File: src/rtl/tlc_sched_pkg.sv
// Shared types and constants for the junction phase scheduler.
// Optional pedestrian phase: define TLC_PED_PHASE_EN to add the PED_W state.
package tlc_sched_pkg;

  typedef enum logic [3:0] {
    INIT_RED = 4'd0,
    MAIN_G   = 4'd1,
    MAIN_Y   = 4'd2,
    CLR_M    = 4'd3,
    S1_G     = 4'd4,
    S1_Y     = 4'd5,
    CLR_1    = 4'd6,
    S2_G     = 4'd7,
    S2_Y     = 4'd8,
    CLR_2    = 4'd9
`ifdef TLC_PED_PHASE_EN
    ,
    PED_W    = 4'd10
`endif
  } sched_state_t;

  // Lamp encoding {red, yellow, green}; exactly one bit is ever set.
  localparam logic [2:0] LT_RED = 3'b100;
  localparam logic [2:0] LT_YEL = 3'b010;
  localparam logic [2:0] LT_GRN = 3'b001;

  // Phase codes reported on the phase output.
  localparam logic [1:0] PH_MAIN = 2'd0;
  localparam logic [1:0] PH_S1   = 2'd1;
  localparam logic [1:0] PH_S2   = 2'd2;
  localparam logic [1:0] PH_CLR  = 2'd3;

  // Lamp for an approach that owns green state g and yellow state y.
  function automatic logic [2:0] lamp_of(sched_state_t st, sched_state_t g, sched_state_t y);
    if (st == g)      return LT_GRN;
    else if (st == y) return LT_YEL;
    else              return LT_RED;
  endfunction

  // Phase code for a state; anything not owned by an approach is clearance.
  function automatic logic [1:0] phase_of(sched_state_t st);
    case (st)
      MAIN_G, MAIN_Y: return PH_MAIN;
      S1_G, S1_Y:     return PH_S1;
      S2_G, S2_Y:     return PH_S2;
      default:        return PH_CLR;
    endcase
  endfunction

endpackage

File: src/rtl/tlc_phase_scheduler_phase_timer.sv
// Saturating phase timer: counts cycles spent in the current state.
// Cleared synchronously on every state change; holds at all-ones.
module phase_timer #(
  parameter int CW = 4
) (
  input  logic          clk,
  input  logic          rst,
  input  logic          clr,
  output logic [CW-1:0] count
);

  // Count up, clear on request, stop at the maximum value.
  always_ff @(posedge clk) begin
    if (!rst) begin
      count <= '0;
    end else if (clr) begin
      count <= '0;
    end else if (count != '1) begin
      count <= count + CW'(1);
    end
  end

endmodule

File: src/rtl/tlc_phase_scheduler.sv
// Density-aware phase scheduler for a four-approach junction (m1/m2 main,
// s1/s2 side). One FSM sequences green / yellow / all-red intervals from a
// shared phase timer; side requests are latched, main green is stretched by
// the main-road density level.
// Optional pedestrian phase: define TLC_PED_PHASE_EN (adds ped_req, walk,
// T_WALK and the PED_W state entered after main clearance).
//
// Handshake: p1, p2 (and ped_req) are level requests with no acknowledge;
// a level seen high at a clock edge is held in a latch until the matching
// green (or walk) state is entered, at which point the latch clears.
module tlc_phase_scheduler
  import tlc_sched_pkg::*;
#(
  parameter int CW          = 4,
  parameter int T_MIN_GREEN = 4,
  parameter int T_EXT       = 2,
  parameter int T_MAX_GREEN = 12,
  parameter int T_YELLOW    = 3,
  parameter int T_ALLRED    = 1
`ifdef TLC_PED_PHASE_EN
  ,
  parameter int T_WALK      = 6
`endif
) (
  input  logic       clk,
  input  logic       rst,
  input  logic       p1,
  input  logic       p2,
  input  logic [1:0] d_main,
  output logic [2:0] m1_lt,
  output logic [2:0] m2_lt,
  output logic [2:0] s1_lt,
  output logic [2:0] s2_lt,
  output logic [1:0] phase
`ifdef TLC_PED_PHASE_EN
  ,
  input  logic       ped_req,
  output logic       walk
`endif
);

  // Last timer value of each fixed-length interval.
  localparam logic [31:0] ALLRED_END = 32'(T_ALLRED - 1);
  localparam logic [31:0] YEL_END    = 32'(T_YELLOW - 1);
  localparam logic [31:0] MIN_END    = 32'(T_MIN_GREEN - 1);
  localparam logic [31:0] MAX_END    = 32'(T_MAX_GREEN - 1);
`ifdef TLC_PED_PHASE_EN
  localparam logic [31:0] WALK_END   = 32'(T_WALK - 1);
`endif

  sched_state_t  state;
  sched_state_t  state_n;
  sched_state_t  side_sel;
  logic          req1;
  logic          req2;
`ifdef TLC_PED_PHASE_EN
  logic          reqp;
`endif
  logic          tmr_clr;
  logic [CW-1:0] timer;
  logic [31:0]   t;
  logic [31:0]   g_raw;
  logic [31:0]   g_lim;

  phase_timer #(
    .CW (CW)
  ) u_timer (
    .clk   (clk),
    .rst   (rst),
    .clr   (tmr_clr),
    .count (timer)
  );

  assign t       = 32'(timer);
  assign tmr_clr = (state_n != state);

  // Main green limit follows d_main every cycle, capped at the maximum.
  always_comb begin
    g_raw = 32'(T_MIN_GREEN) + 32'(d_main) * 32'(T_EXT);
    g_lim = (g_raw > 32'(T_MAX_GREEN)) ? 32'(T_MAX_GREEN) : g_raw;
  end

  // Side selection after a clearance: s1 before s2 before main.
  always_comb begin
    if (req1)      side_sel = S1_G;
    else if (req2) side_sel = S2_G;
    else           side_sel = MAIN_G;
  end

  // Next-state decision from the current state, timer and request latches.
  always_comb begin
    state_n = state;
    case (state)
      INIT_RED: if (t == ALLRED_END) state_n = MAIN_G;
      MAIN_G:   if ((req1 | req2) && (t >= g_lim - 32'd1)) state_n = MAIN_Y;
      MAIN_Y:   if (t == YEL_END) state_n = CLR_M;
      CLR_M: begin
        if (t == ALLRED_END) begin
`ifdef TLC_PED_PHASE_EN
          if (reqp) state_n = PED_W;
          else
`endif
          state_n = side_sel;
        end
      end
`ifdef TLC_PED_PHASE_EN
      PED_W:    if (t == WALK_END) state_n = side_sel;
`endif
      S1_G:     if ((t >= MIN_END) && (!p1 || (t >= MAX_END))) state_n = S1_Y;
      S1_Y:     if (t == YEL_END) state_n = CLR_1;
      CLR_1:    if (t == ALLRED_END) state_n = req2 ? S2_G : MAIN_G;
      S2_G:     if ((t >= MIN_END) && (!p2 || (t >= MAX_END))) state_n = S2_Y;
      S2_Y:     if (t == YEL_END) state_n = CLR_2;
      CLR_2:    if (t == ALLRED_END) state_n = MAIN_G;
      default:  state_n = INIT_RED;
    endcase
  end

  // State, request latches and registered lamp/phase outputs.
  // Outputs are decoded from the next state so they change on the same
  // edge as the state itself. On entry to a green the latch clears even
  // if the request is still high (clear wins).
  always_ff @(posedge clk) begin
    if (!rst) begin
      state <= INIT_RED;
      req1  <= 1'b0;
      req2  <= 1'b0;
      m1_lt <= LT_RED;
      m2_lt <= LT_RED;
      s1_lt <= LT_RED;
      s2_lt <= LT_RED;
      phase <= PH_CLR;
`ifdef TLC_PED_PHASE_EN
      reqp  <= 1'b0;
      walk  <= 1'b0;
`endif
    end else begin
      state <= state_n;
      req1  <= (state_n == S1_G && state != S1_G) ? 1'b0 : (req1 | p1);
      req2  <= (state_n == S2_G && state != S2_G) ? 1'b0 : (req2 | p2);
      m1_lt <= lamp_of(state_n, MAIN_G, MAIN_Y);
      m2_lt <= lamp_of(state_n, MAIN_G, MAIN_Y);
      s1_lt <= lamp_of(state_n, S1_G, S1_Y);
      s2_lt <= lamp_of(state_n, S2_G, S2_Y);
      phase <= phase_of(state_n);
`ifdef TLC_PED_PHASE_EN
      reqp  <= (state_n == PED_W && state != PED_W) ? 1'b0 : (reqp | ped_req);
      walk  <= (state_n == PED_W);
`endif
    end
  end

endmodule
File: config.mk
export PLATFORM = sky130hd
export DESIGN_NAME = tlc_phase_scheduler
export DESIGN_NICKNAME = d
export VERILOG_FILES = /design/src/rtl/tlc_sched_pkg.sv /design/src/rtl/tlc_phase_scheduler_phase_timer.sv /design/src/rtl/tlc_phase_scheduler.sv
export SDC_FILE = /design/constraint.sdc
export NUM_CORES = 1
export LEC_CHECK = 0
export ABC_AREA = 0
export BUFFER_PORTS_ARGS = -buffer_cell sky130_fd_sc_hd__buf_2
export CORE_ASPECT_RATIO = 0.75
export CORE_UTILIZATION = 55
export DETAILED_ROUTE_END_ITERATION = 8
export GPL_TIMING_DRIVEN = 0
export PLACE_DENSITY_LB_ADDON = 0.3
export SETUP_SLACK_MARGIN = 0.02
export SLEW_MARGIN = 25
export SYNTH_ARGS = -nofsm -noshare
export SYNTH_HDL_FRONTEND = slang
export SYNTH_HIERARCHICAL = 1
export SYNTH_SLANG_ARGS = --single-unit
File: constraint.sdc
create_clock -name clk -period 4.23 [get_ports clk]
set_input_delay 1.269 -clock clk [delete_from_list [all_inputs] [get_ports clk]]
set_output_delay 1.269 -clock clk [all_outputs]
set_load 0.01 [all_outputs]
# Word level (Yosys, flattened, before mapping)
# Cells that the tools add are included.
# totals
elab_cells,83
register_bits,21
out_inout_bits,14
# op_classes
n_bitwise,4
order_cmp,4
n_reduce_logical,21
n_eq_ne,20
add_sub_neg,3
n_mux,20
# ops
cell,n
4-bit two-way mux,10
4-bit case mux with 9 select lines,1
4-bit by 32-bit >= comparator with 1-bit output,1
32-bit logical NOT,1
4-bit by 3-bit equality test with 1-bit output (second input constant),7
3-bit two-way mux,8
2-bit OR reduction,10
4-bit by 2-bit equality test with 1-bit output (second input constant),4
4-bit equality test (second input constant),3
4-bit by 1-bit equality test with 1-bit output (second input constant),2
4-bit by 3-bit != test with 1-bit output (second input constant),2
2-bit case mux with 3 select lines,1
1-bit logical AND,5
4-bit by 1-bit subtractor with 5-bit output (second input constant),1
3-bit by 3-bit adder with 4-bit output (first input constant),1
4-bit by 1-bit adder with 4-bit output (second input constant),1
4-bit by 2-bit >= comparator with 1-bit output (second input constant),1
4-bit >= comparator (second input constant),1
4-bit greater-than comparator (second input constant),1
4-bit logical NOT,1
4-bit != test,1
4-bit != test (second input constant),1
1-bit bitwise OR,3
1-bit logical NOT,2
2 further kinds,3

# Depth between registers and ports, before layout
# depth
ltp_word,11
depth_mapped,12

# Modules after synthesis
# Netlist, hierarchy kept.
# modules_own_cells
mod,instances,cells_per_inst,area_per_inst_um2,seq_area_each_um2
tlc_phase_scheduler,1,129,1104.8,340.3
phase_timer,1,20,202.7,80.1

# Least setup slack after synthesis
# OpenSTA, ideal clock, no wires.
# synth_path
path_type,input-to-reg
start,input d_main[0]
end,register u_timer.count[2]
setup_time_ns,0.073
stages,12
t_arrival_ns,3.474
required_ns,4.157
path_slack_ns,0.683
path_cell_list,ha_1 -> inv_1 -> ha_1 -> o211ai_1 -> o211ai_1 -> and4bb_2 -> nor4_2 -> buf_6 -> xor2_1 -> nand3_1 -> nand2b_1 -> nor3_2
# synth_between
elab_chain_cells,10
# synth_lines
element,line_no,source
"start, declared",tlc_phase_scheduler.sv:29,"input logic [1:0] d_main,"
3-bit by 3-bit adder with 4-bit output (*),tlc_phase_scheduler.sv:79,g_raw = 32'(T_MIN_GREEN) + 32'(d_main) * 32'(T_EXT);
4-bit greater-than comparator,tlc_phase_scheduler.sv:80,g_lim = (g_raw > 32'(T_MAX_GREEN)) ? 32'(T_MAX_GREEN) : g_raw;
4-bit two-way mux (*),tlc_phase_scheduler.sv:80,
4-bit by 1-bit subtractor with 5-bit output (*),tlc_phase_scheduler.sv:95,MAIN_G: if ((req1 | req2) && (t >= g_lim - 32'd1)) state_n = MAIN_Y;
4-bit by 32-bit >= comparator with 1-bit output (*),tlc_phase_scheduler.sv:95,
1-bit logical AND (*),tlc_phase_scheduler.sv:95,
4-bit two-way mux (*),tlc_phase_scheduler.sv:95,
4-bit case mux with 9 select lines (*),tlc_phase_scheduler.sv:93,case (state)
4-bit != test (*),tlc_phase_scheduler.sv:75,assign tmr_clr = (state_n != state);
via tmr_clr,tlc_phase_scheduler.sv:59,logic tmr_clr;
2-bit OR reduction (no source line) (*),-,
"end signal, assigned",tlc_phase_scheduler_phase_timer.sv:19,count <= count + CW'(1);
"end, declared",tlc_phase_scheduler_phase_timer.sv:9,output logic [CW-1:0] count
# The timed path passes the listed nets; every way through them passes the cells marked *.
# A chain may end at the register's enable or synchronous reset.

# Final worst setup path
# Ends and elaborated chain as after synthesis.

==> run metrics <==
hold depth=2; Final Critical Period=3.68 ns; Max Buffers Root-to-Sink=2; post-route ant nets=0; startpoint types=primary input; RSZ-0062 raised after global routing=false; initial antenna violation count=0; total routed wirelength=3.13 mm; Antenna Cells=0; PnR Total Power=0.640 mW; CP required=4.47 ns; clk_lat worst skew=0.30 ns; Root Driver=clkbuf_4; Place WS=0.262 ns; area grow syn2layout=12.3%; # resized after CTS=0; HPWL after DPL=2.34 mm; critical path capture point type=flip-flop; cell row count=14; Worst slew margin=68.2%; H-Tree Depth=1; core area=2120 um2; r2r worst-path depth=10; fill cell count=167; status=finished clean; DR vias/cell=6.10; Final WS setup=0.550 ns; synthesized instance count=149; die area=2580 um2; Hold Crit Class=flip-flop to flip-flop; top_reg_cell synth=dfxtp_1; final net count=184; syn nets=160; Setup violations, final=0; yosys warns=6; CP Data Arrival Time=3.92 ns; Die H=44.2 um; IO Port Bufs=19; top fanout value on the critical path=10; Clock transition at path regs=0.11 ns; count of different cell masters after synthesis=52; router iterations before antenna repair=4; Syn Std Cell Area=1310 um2; Tcrit/Tclk final=87.0%; first-pass GRT wire length=5.22 mm; Clock Sink Count=21; CTS tree=yes; I/O pin cnt=20; Max Cap Viol=0; synthesized flop and latch total=21; vias=1244; Max Slew Vio Count=0; number of synthesized flops with an enable pin=0; largest net degree at the start of global routing=15; Pleak=0.613 nW; die width=58.3 um; drt wl/cell=15.3 um; worst IR drop on VDD=0.303 mV; total track usage=26.8%; GPL Wtd Cong=0.932; sequential share of the synthesized area=32.2%; Sum Neg Setup Slack=0 ns; synthesized area per cell=8.78 um2; CP Class=primary input to flip-flop; Fin Hold WS=0.619 ns; fraction of registers with async set/reset=0%; Post-CTS Setup Repair Bufs=0; Slew @ Worst Pin=0.465 ns; share of cells above drive strength 1=23.3%; Hold Violations, Final=0; PwrDens=436 nW/um2; Inserted Clock Buffers=3; GRT overflow=0; Hold-fix buffers, CTS=0; skew final=0.00215 ns; DRC viols=0; DRT iter0 DRCs=105; Max Fclk=0.272 GHz; Initial Utilization=61.7%; vias in the first global route=1066
-- metal layers --
| layer | global-route usage, % | routed length (um) |
|---|---|---|
| met1 | 40.2 | 1430 |
| met2 | 37.7 | 1350 |
| met3 | 8.19 | 319 |
| met4 | 5.71 | 34 |
| met5 | 0 | 0 |
-- kinds of logic (layout without fill, tap and decap cells) --
logic type | Yosys count | after routing | share of synthesized area [%]
adder cells (fa/ha/maj) | 6 | 6 | 5.55
buffers and inverters | 17 | 40 | 6.41
flip-flops | 21 | 21 | 32.2
XOR/XNOR | 3 | 3 | 2.01
multiplexers | 3 | 3 | 2.30
AND/OR/NAND/NOR | 64 | 64 | 32.2
AO/OA/AOI/OAI | 35 | 35 | 19.3
-- cell usage after synthesis (4+ instances only) --
master | n | share of area (%)
nor4_2 | 4 | 3.8
nor2b_1 | 5 | 2.4
o21ai_0 | 4 | 1.5
nand2_1 | 5 | 1.4
clkbuf_1 | 5 | 1.4
nand3_1 | 4 | 1.5
dfxtp_1 | 21 | 32
a21oi_1 | 7 | 2.7
nor2_1 | 15 | 4.3
ha_1 | 5 | 4.8
inv_1 | 6 | 1.7
-- worst max-delay path, stage by stage --
cell,delay [ns]
buf_2,0.11
ha_1,0.26
inv_1,0.03
ha_1,0.26
o211ai_1,0.08
o211ai_1,0.22
and4bb_2,0.27
nor4_2,0.47
buf_6,0.22
xor2_1,0.15
nand3_1,0.13
nand2b_1,0.25
nor3_2,0.20
-- sequential cells by signal, summed over array words and instances (netlist names) --
name           cells
state              4
u_timer/count      4
m2_lt              3
s1_lt              3
s2_lt              3
phase              2
req1               1
req2               1
-- path summary, 6_finish.rpt --
path | from | to | slack (ns)
worst min register to register | req2 | req2 | 0.62
worst max-delay path | d_main[0] | u_timer/count[2] | 0.55
worst min-delay path | req2 | req2 | 0.62
worst max register to register | u_timer/count[3] | u_timer/count[2] | 1.33
-- power breakdown --
part / total (mW) / switching, mW / leakage (nW) / internal [mW]
registers: 0.254 / 0.0276 / 0.172 / 0.227
clock network: 0.0956 / 0.0588 / 0.0150 / 0.0368
logic: 0.290 / 0.160 / 0.426 / 0.130
-- final cells by class --
type,count,area (um2),area share (%)
Buffer,11,61.3,4.17
Clock buffer,4,26.3,1.79
Inverter,6,22.5,1.53
Multi-Input combinational cell,111,803,54.7
Sequential cell,21,420,28.6
Tap cell,32,40.0,2.73
Timing Repair Buffer,19,95.1,6.47
-- cell usage in the layout, fill, tap and decap left out, types with 3 or more instances in the layout --
cell       n
nor2_1    15
nor2b_1    5
clkbuf_1   6
mux2i_1    3
inv_1      6
and3_1     3
nand3_1    4
a21oi_1    7
nand3b_1   3
nand2_1    5
buf_4      3
buf_2     19
nor4_2     4
dfxtp_1   21
a211oi_1   3
o211ai_1   3
clkbuf_4   3
o21ai_0    4
a31oi_1    3
ha_1       5
and4_1     3
-- metrics by stage --
stage / util (%) / instances / area, um2
after floorplan: - / 149 / 1310
after global placement: 68.1 / 200 / 1440
after detailed placement: 68.1 / 200 / 1440
after CTS: 69.3 / 204 / 1470
after global routing: 69.3 / 204 / 1470
final: 69.3 / 204 / 1470
Note: power is estimated with default switching activity, not from simulation.
